**src/rtl/uart_tx_fifo_if.sv**
```systemverilog
// Byte push handshake into the UART transmit FIFO.
interface uart_tx_fifo_if;
    logic [7:0] inData;
    logic       inValid;
    logic       inReady;

    modport master (output inData, output inValid, input inReady);
    modport slave  (input inData, input inValid, output inReady);
endinterface

```
**src/rtl/uart_tx_fifo.sv**
```systemverilog
// Buffered UART transmitter: FIFO-fed, LSB-first 8N1 serialiser with back-to-back frames.
// Define UART_TX_PARITY_EN for 8E1 framing (even parity bit between DATA and STOP).
module uart_tx_fifo #(
    parameter int CLKS_PER_BIT = 868,
    parameter int FIFO_DEPTH   = 4
) (
    input  logic                          clk,
    input  logic                          reset,
    uart_tx_fifo_if.slave                 in_if,
    output logic                          serialOut,
    output logic                          busy,
    output logic [$clog2(FIFO_DEPTH):0]   fifoCount
);
    localparam int PW = $clog2(FIFO_DEPTH);
    localparam int TW = 12;
    localparam logic [TW-1:0] RELOAD = TW'(CLKS_PER_BIT - 1);

`ifdef UART_TX_PARITY_EN
    typedef enum logic [2:0] {IDLE, START, DATA, PARITY, STOP} state_t;
`else
    typedef enum logic [2:0] {IDLE, START, DATA, STOP} state_t;
`endif

    state_t          state_q, state_d;
    logic [TW-1:0]   timer_q, timer_d;
    logic [2:0]      bit_q, bit_d;
    logic [7:0]      shift_q, shift_d;
    logic            ser_q, ser_d;
    logic [PW-1:0]   wr_ptr_q, rd_ptr_q;
    logic [PW:0]     count_q, count_d;
    logic [7:0]      mem_q [FIFO_DEPTH];
    logic            push, pop, bit_done;
    logic [2:0]      nxt_bit;

    // Ready is a function of the registered count only, so a full FIFO never
    // accepts a byte even on a cycle that pops.
    assign in_if.inReady = (count_q != (PW+1)'(FIFO_DEPTH));
    assign push          = in_if.inValid && in_if.inReady;
    assign bit_done      = (timer_q == '0);
    assign nxt_bit       = bit_q + 3'd1;

    assign serialOut = ser_q;
    assign busy      = (state_q != IDLE);
    assign fifoCount = count_q;

    always_comb begin
        state_d = state_q;
        timer_d = bit_done ? timer_q : timer_q - 1'b1;
        bit_d   = bit_q;
        shift_d = shift_q;
        ser_d   = ser_q;
        pop     = 1'b0;
        case (state_q)
            IDLE: begin
                ser_d = 1'b1;
                if (count_q != '0) begin
                    pop     = 1'b1;
                    shift_d = mem_q[rd_ptr_q];
                    timer_d = RELOAD;
                    ser_d   = 1'b0;
                    state_d = START;
                end
            end
            START: if (bit_done) begin
                timer_d = RELOAD;
                bit_d   = 3'd0;
                ser_d   = shift_q[0];
                state_d = DATA;
            end
            DATA: if (bit_done) begin
                timer_d = RELOAD;
                if (bit_q == 3'd7) begin
`ifdef UART_TX_PARITY_EN
                    ser_d   = ^shift_q;
                    state_d = PARITY;
`else
                    ser_d   = 1'b1;
                    state_d = STOP;
`endif
                end else begin
                    bit_d = nxt_bit;
                    ser_d = shift_q[nxt_bit];
                end
            end
`ifdef UART_TX_PARITY_EN
            PARITY: if (bit_done) begin
                timer_d = RELOAD;
                ser_d   = 1'b1;
                state_d = STOP;
            end
`endif
            STOP: if (bit_done) begin
                // Chain straight into the next start bit when more bytes wait.
                if (count_q != '0) begin
                    pop     = 1'b1;
                    shift_d = mem_q[rd_ptr_q];
                    timer_d = RELOAD;
                    ser_d   = 1'b0;
                    state_d = START;
                end else begin
                    ser_d   = 1'b1;
                    state_d = IDLE;
                end
            end
            default: begin
                ser_d   = 1'b1;
                state_d = IDLE;
            end
        endcase
    end

    always_comb begin
        count_d = count_q;
        case ({push, pop})
            2'b10:   count_d = count_q + 1'b1;
            2'b01:   count_d = count_q - 1'b1;
            default: count_d = count_q;
        endcase
    end

    always_ff @(posedge clk or posedge reset) begin
        if (reset) begin
            state_q  <= IDLE;
            timer_q  <= '0;
            bit_q    <= '0;
            shift_q  <= '0;
            ser_q    <= 1'b1;
            wr_ptr_q <= '0;
            rd_ptr_q <= '0;
            count_q  <= '0;
        end else begin
            state_q  <= state_d;
            timer_q  <= timer_d;
            bit_q    <= bit_d;
            shift_q  <= shift_d;
            ser_q    <= ser_d;
            count_q  <= count_d;
            if (push) wr_ptr_q <= wr_ptr_q + 1'b1;
            if (pop)  rd_ptr_q <= rd_ptr_q + 1'b1;
        end
    end

    always_ff @(posedge clk) begin
        if (push) mem_q[wr_ptr_q] <= in_if.inData;
    end
endmodule

```
**src/flat_wrapper.sv**
```systemverilog
// flat-port wrapper written by rule: the top's interface ports become plain ports
module uart_tx_fifo_flat 
#(
    parameter int CLKS_PER_BIT = 868,
    parameter int FIFO_DEPTH   = 4
)
  (clk, reset, serialOut, busy, fifoCount, in_if_inData, in_if_inValid, in_if_inReady);
  uart_tx_fifo_if in_if_i ();
  input  logic clk;
  input  logic reset;
  output logic serialOut;
  output logic busy;
  output logic [$clog2(FIFO_DEPTH):0] fifoCount;
  input wire logic [$bits(in_if_i.inData)-1:0] in_if_inData;
  input wire logic [$bits(in_if_i.inValid)-1:0] in_if_inValid;
  output wire logic [$bits(in_if_i.inReady)-1:0] in_if_inReady;
  assign in_if_i.inData = in_if_inData;
  assign in_if_i.inValid = in_if_inValid;
  assign in_if_inReady = in_if_i.inReady;
  uart_tx_fifo #(.CLKS_PER_BIT(CLKS_PER_BIT), .FIFO_DEPTH(FIFO_DEPTH)) u_core (.clk(clk), .reset(reset), .in_if(in_if_i), .serialOut(serialOut), .busy(busy), .fifoCount(fifoCount));
endmodule
```
**config.mk**
```make
export PLATFORM = sky130hd
export DESIGN_NAME = uart_tx_fifo_flat
export DESIGN_NICKNAME = d
export VERILOG_FILES = /design/src/rtl/uart_tx_fifo_if.sv /design/src/rtl/uart_tx_fifo.sv /design/src/flat_wrapper.sv
export SDC_FILE = /design/constraint.sdc
export NUM_CORES = 1
export LEC_CHECK = 0
export ABC_AREA = 1
export CAP_MARGIN = 5
export CELL_PAD_IN_SITES_DETAIL_PLACEMENT = 0
export CELL_PAD_IN_SITES_GLOBAL_PLACEMENT = 1
export CORE_AREA = 2 2 90 92
export CTS_CLUSTER_DIAMETER = 50
export DETAILED_ROUTE_END_ITERATION = 8
export DIE_AREA = 0 0 92 94
export PLACE_DENSITY = 0.81
export SETUP_SLACK_MARGIN = 0.1
export SLEW_MARGIN = 5
export SYNTH_ARGS = -nofsm -noshare
export SYNTH_HDL_FRONTEND = slang
export SYNTH_SLANG_ARGS = --single-unit
```
**constraint.sdc**
```tcl
create_clock -name clk -period 6.75 [get_ports clk]
set_clock_uncertainty 0.05 [all_clocks]
set_input_delay 1.35 -clock clk [delete_from_list [all_inputs] [get_ports clk]]
set_output_delay 1.35 -clock clk [all_outputs]
set_load 0.02 [all_outputs]
```
==> impl_metrics.env <==
export IMPL_initialDrtViolationCount=130
export IMPL_syn_avg_cell_area_um2=9.06
export IMPL_critical_path_slowest_cell="clkdlybuf4s50_1"
export IMPL_arrival_ps=1910
export IMPL_synth_yosys_seq_area_share_pct=53.2
export IMPL_synth_top_family_by_area="simple AND/OR/NAND/NOR gates"
export IMPL_synth_async_reset_ratio_pct=50.8
export IMPL_final_setup_tns_ps=0
export IMPL_finalHoldViolations=0
export IMPL_i_o_pin_count=17
export IMPL_cap_viol_max_count=0
export IMPL_leading_post_synthesis_cells_by_cell_area="edfxtp_1, dfrtp_1, nand2_1"
export IMPL_mappedNetlistNets=396
export IMPL_clock_insertion_delay_worst_skew_ps=340
export IMPL_yosys_warnings=0
export IMPL_critPathCaptureType="output pin"
export IMPL_ant_diodes=0
export IMPL_cts_sinks=65
export IMPL_rsz0062_at_grt="no"
export IMPL_cts_root_buffer="clkbuf_8"
export IMPL_worst_hold_path_type="flip-flop to flip-flop"
export IMPL_drt_pass1_iterations=4
export IMPL_timing_fmax_mhz=302
export IMPL_post_drt_wl_per_cell_um=12.5
export IMPL_drc=0
export IMPL_post_synth_most_frequent_cells="nand2_1, inv_1, nor2_1"
export IMPL_worst_slew_margin_rel_pct=56.1
export IMPL_finalCritPeriodShare_pct=49.0
export IMPL_chipWidth_um=92
export IMPL_layout_min_cycle_time_ps=3310
export IMPL_syn_area_um2=3360
export IMPL_met3_length_um=181
export IMPL_power_leakage_uw=0.00169
export IMPL_grt_max_degree=34
export IMPL_worstPathRequired_ps=5350
export IMPL_portBuffers=16
export IMPL_globalRoute_totalOverflow=0
export IMPL_highest_layer="met4"
export IMPL_critPathBufInv=3
export IMPL_post_cts_resized=0
export IMPL_path_cells="inv_1 > ha_1 > inv_1 > clkdlybuf4s50_1"
export IMPL_clock_transition_time_at_the_flip_flop_clock_pins_of_the_worst_setup_and_hold_paths_ps=80
export IMPL_vias_per_cell=4.83
export IMPL_max_stage_delay_ps=630
export IMPL_postSynthRegisterBits=65
export IMPL_num_fill_cells=728
export IMPL_post_synthesis_instance_total=371
export IMPL_routability_congestion_estimate=0.773
export IMPL_drt_total_wl_um=6220
export IMPL_power_per_cell_area_nw_per_um2=262
export IMPL_cts_hold_fix_buffers=0
export IMPL_run_status="finished clean"
export IMPL_vias_in_the_first_global_route=2412
export IMPL_report_final_slew_viol_count=0
export IMPL_ir_worst_vdd_uv=222
export IMPL_synthMostInstantiatedCell="nand2_1"
export IMPL_post_synth_xor_area_fraction_pct=2.61
export IMPL_die_ar_um2=8650
export IMPL_path_delay_family="buffers and inverters"
export IMPL_synth_top_area_share_pct=28.6
export IMPL_number_of_routed_nets_with_antenna_violations=0
export IMPL_worst_pin_slew_ps=656
export IMPL_critical_path_top_cell_by_count="inv_1"
export IMPL_synth_lib_cells_used_distinct=35
export IMPL_core_rowCount=32
export IMPL_tritoncts_num_buffers=9
export IMPL_cts_setup_buffers=0
export IMPL_met2_wirelength_um=3060
export IMPL_synth_flop_cell="edfxtp_1"
export IMPL_yosys_area_share_adder_pct=5.43
export IMPL_track_usage_pct=15.9
export IMPL_synthToLayoutAreaGrowth_pct=13.6
export IMPL_max_buffers_root_to_sink=2
export IMPL_antenna_found_initial=0
export IMPL_detailed_place_hpwl_um=4540
export IMPL_design_power_total_uw=1000
export IMPL_synth_compound_area_share_pct=8.97
export IMPL_yosys_mux_area_fraction_pct=0
export IMPL_synth_top_area_cell="edfxtp_1"
export IMPL_drive_above_1_share_pct=11.1
export IMPL_final_net_count=416
export IMPL_cp_max_fo=9
export IMPL_synth_edf_count=32
export IMPL_finalSetupViolCount=0
export IMPL_htree_levels=3
export IMPL_synth_simple_area_share_pct=23.0
export IMPL_critPathKind="flip-flop to output pin"
export IMPL_initial_core_util_pct=44.2
export IMPL_startpoint_type="flip-flop"
export IMPL_tritoncts_clock_tree="done"
export IMPL_coreArea_um2=7610
export IMPL_wl_met1_um=2910
export IMPL_grt_first_pass_wirelength_um=10800
export IMPL_die_y_um=94
export IMPL_routed_vias=2405
-- logic make-up after synthesis --
kind of cell,Yosys count
compound gates,52
simple gates,173
fa+ha+maj,14
xor+xnor,10
buf+inv,57
flops,65
-- stage by stage --
step | std cells | hold WS, ps | area (um2) | setup slack, ps | utilization, %
floorplan | 371 | 405 | 3360 | 4090 | -
finish | 498 | 438 | 3820 | 3440 | 50.2
global placement | 482 | 422 | 3610 | 3540 | 47.5
CTS | 498 | 442 | 3820 | 3430 | 50.2
detailed placement | 482 | 421 | 3610 | 3490 | 47.5
global route | 498 | 469 | 3820 | 3350 | 50.2
-- state kept, by name (all words and copies together) (netlist names) --
signal,cells
u_core.bit_q,3
u_core.fifoCount,3
u_core.mem_q,32
u_core.rd_ptr_q,2
u_core.serialOut,1
u_core.shift_q,8
u_core.state_q,2
u_core.timer_q,12
u_core.wr_ptr_q,2
-- where the power goes --
group | switching [uW] | internal [uW] | total [uW]
clock | 169 | 178 | 346
combinational | 102 | 57.1 | 159
sequential | 22.6 | 474 | 497
-- layout by cell type, fill, tap and decap left out, types with 2 or more instances in the layout --
cell type,count
or2_2,2
nand4_1,3
a21oi_1,6
nand2_1,83
clkbuf_8,9
inv_6,3
o21ai_1,2
xor2_1,9
inv_1,47
edfxtp_1,32
o21ai_2,9
nand3_1,21
o21ai_0,31
nand2_2,3
nor2_2,5
clkdlybuf4s50_1,16
inv_2,2
nand2_4,2
ha_1,13
nand3b_1,2
dfrtp_1,32
nor2_1,47
-- final cells by class --
type	instances	area, um2	share of cell area (%)
Sequential cell	65	1790	46.8
Multi-Input combinational cell	249	1350	35.2
Inverter	49	184	4.81
Timing Repair Buffer	17	168	4.39
Tap cell	102	128	3.34
Clock buffer	9	124	3.24
Clock inverter	7	83.8	2.19
-- per-layer routing --
metal / global-route usage, % / up-vias
met1: 19.8 / 1138
met3: 3.45 / 7
met5: 0 / -
met4: 5.35 / 0
met2: 27.4 / 25
li1: - / 1235
-- final timing paths --
kind | startpoint | endpoint | slack (ps) | depth (start not counted)
worst max-delay path | u_core.state_q[0] | busy | 3440 | 4
worst min-delay path | u_core.shift_q[6] | u_core.shift_q[6] | 440 | 2
worst max register to register | u_core.timer_q[0] | u_core.fifoCount[2] | 3980 | 14
worst min register to register | u_core.shift_q[6] | u_core.shift_q[6] | 440 | 2
max in group asynchronous | reset | u_core.serialOut | 4960 | 3
min in group asynchronous | reset | u_core.timer_q[3] | 1350 | 3
-- worst reg2reg max path: stages (launching register included) --
cell and delay [ps]:
dfrtp_1 390, inv_1 110, ha_1 260, nand2_2 110, nor2_4 140, nand3_1 130
o21ai_2 230, nand2_1 140, inv_1 80, ha_1 140, inv_1 70, fa_1 370
a21oi_1 140, o21ai_0 120, xor2_1 160
No activity file was read; power rests on OpenSTA's default activity.
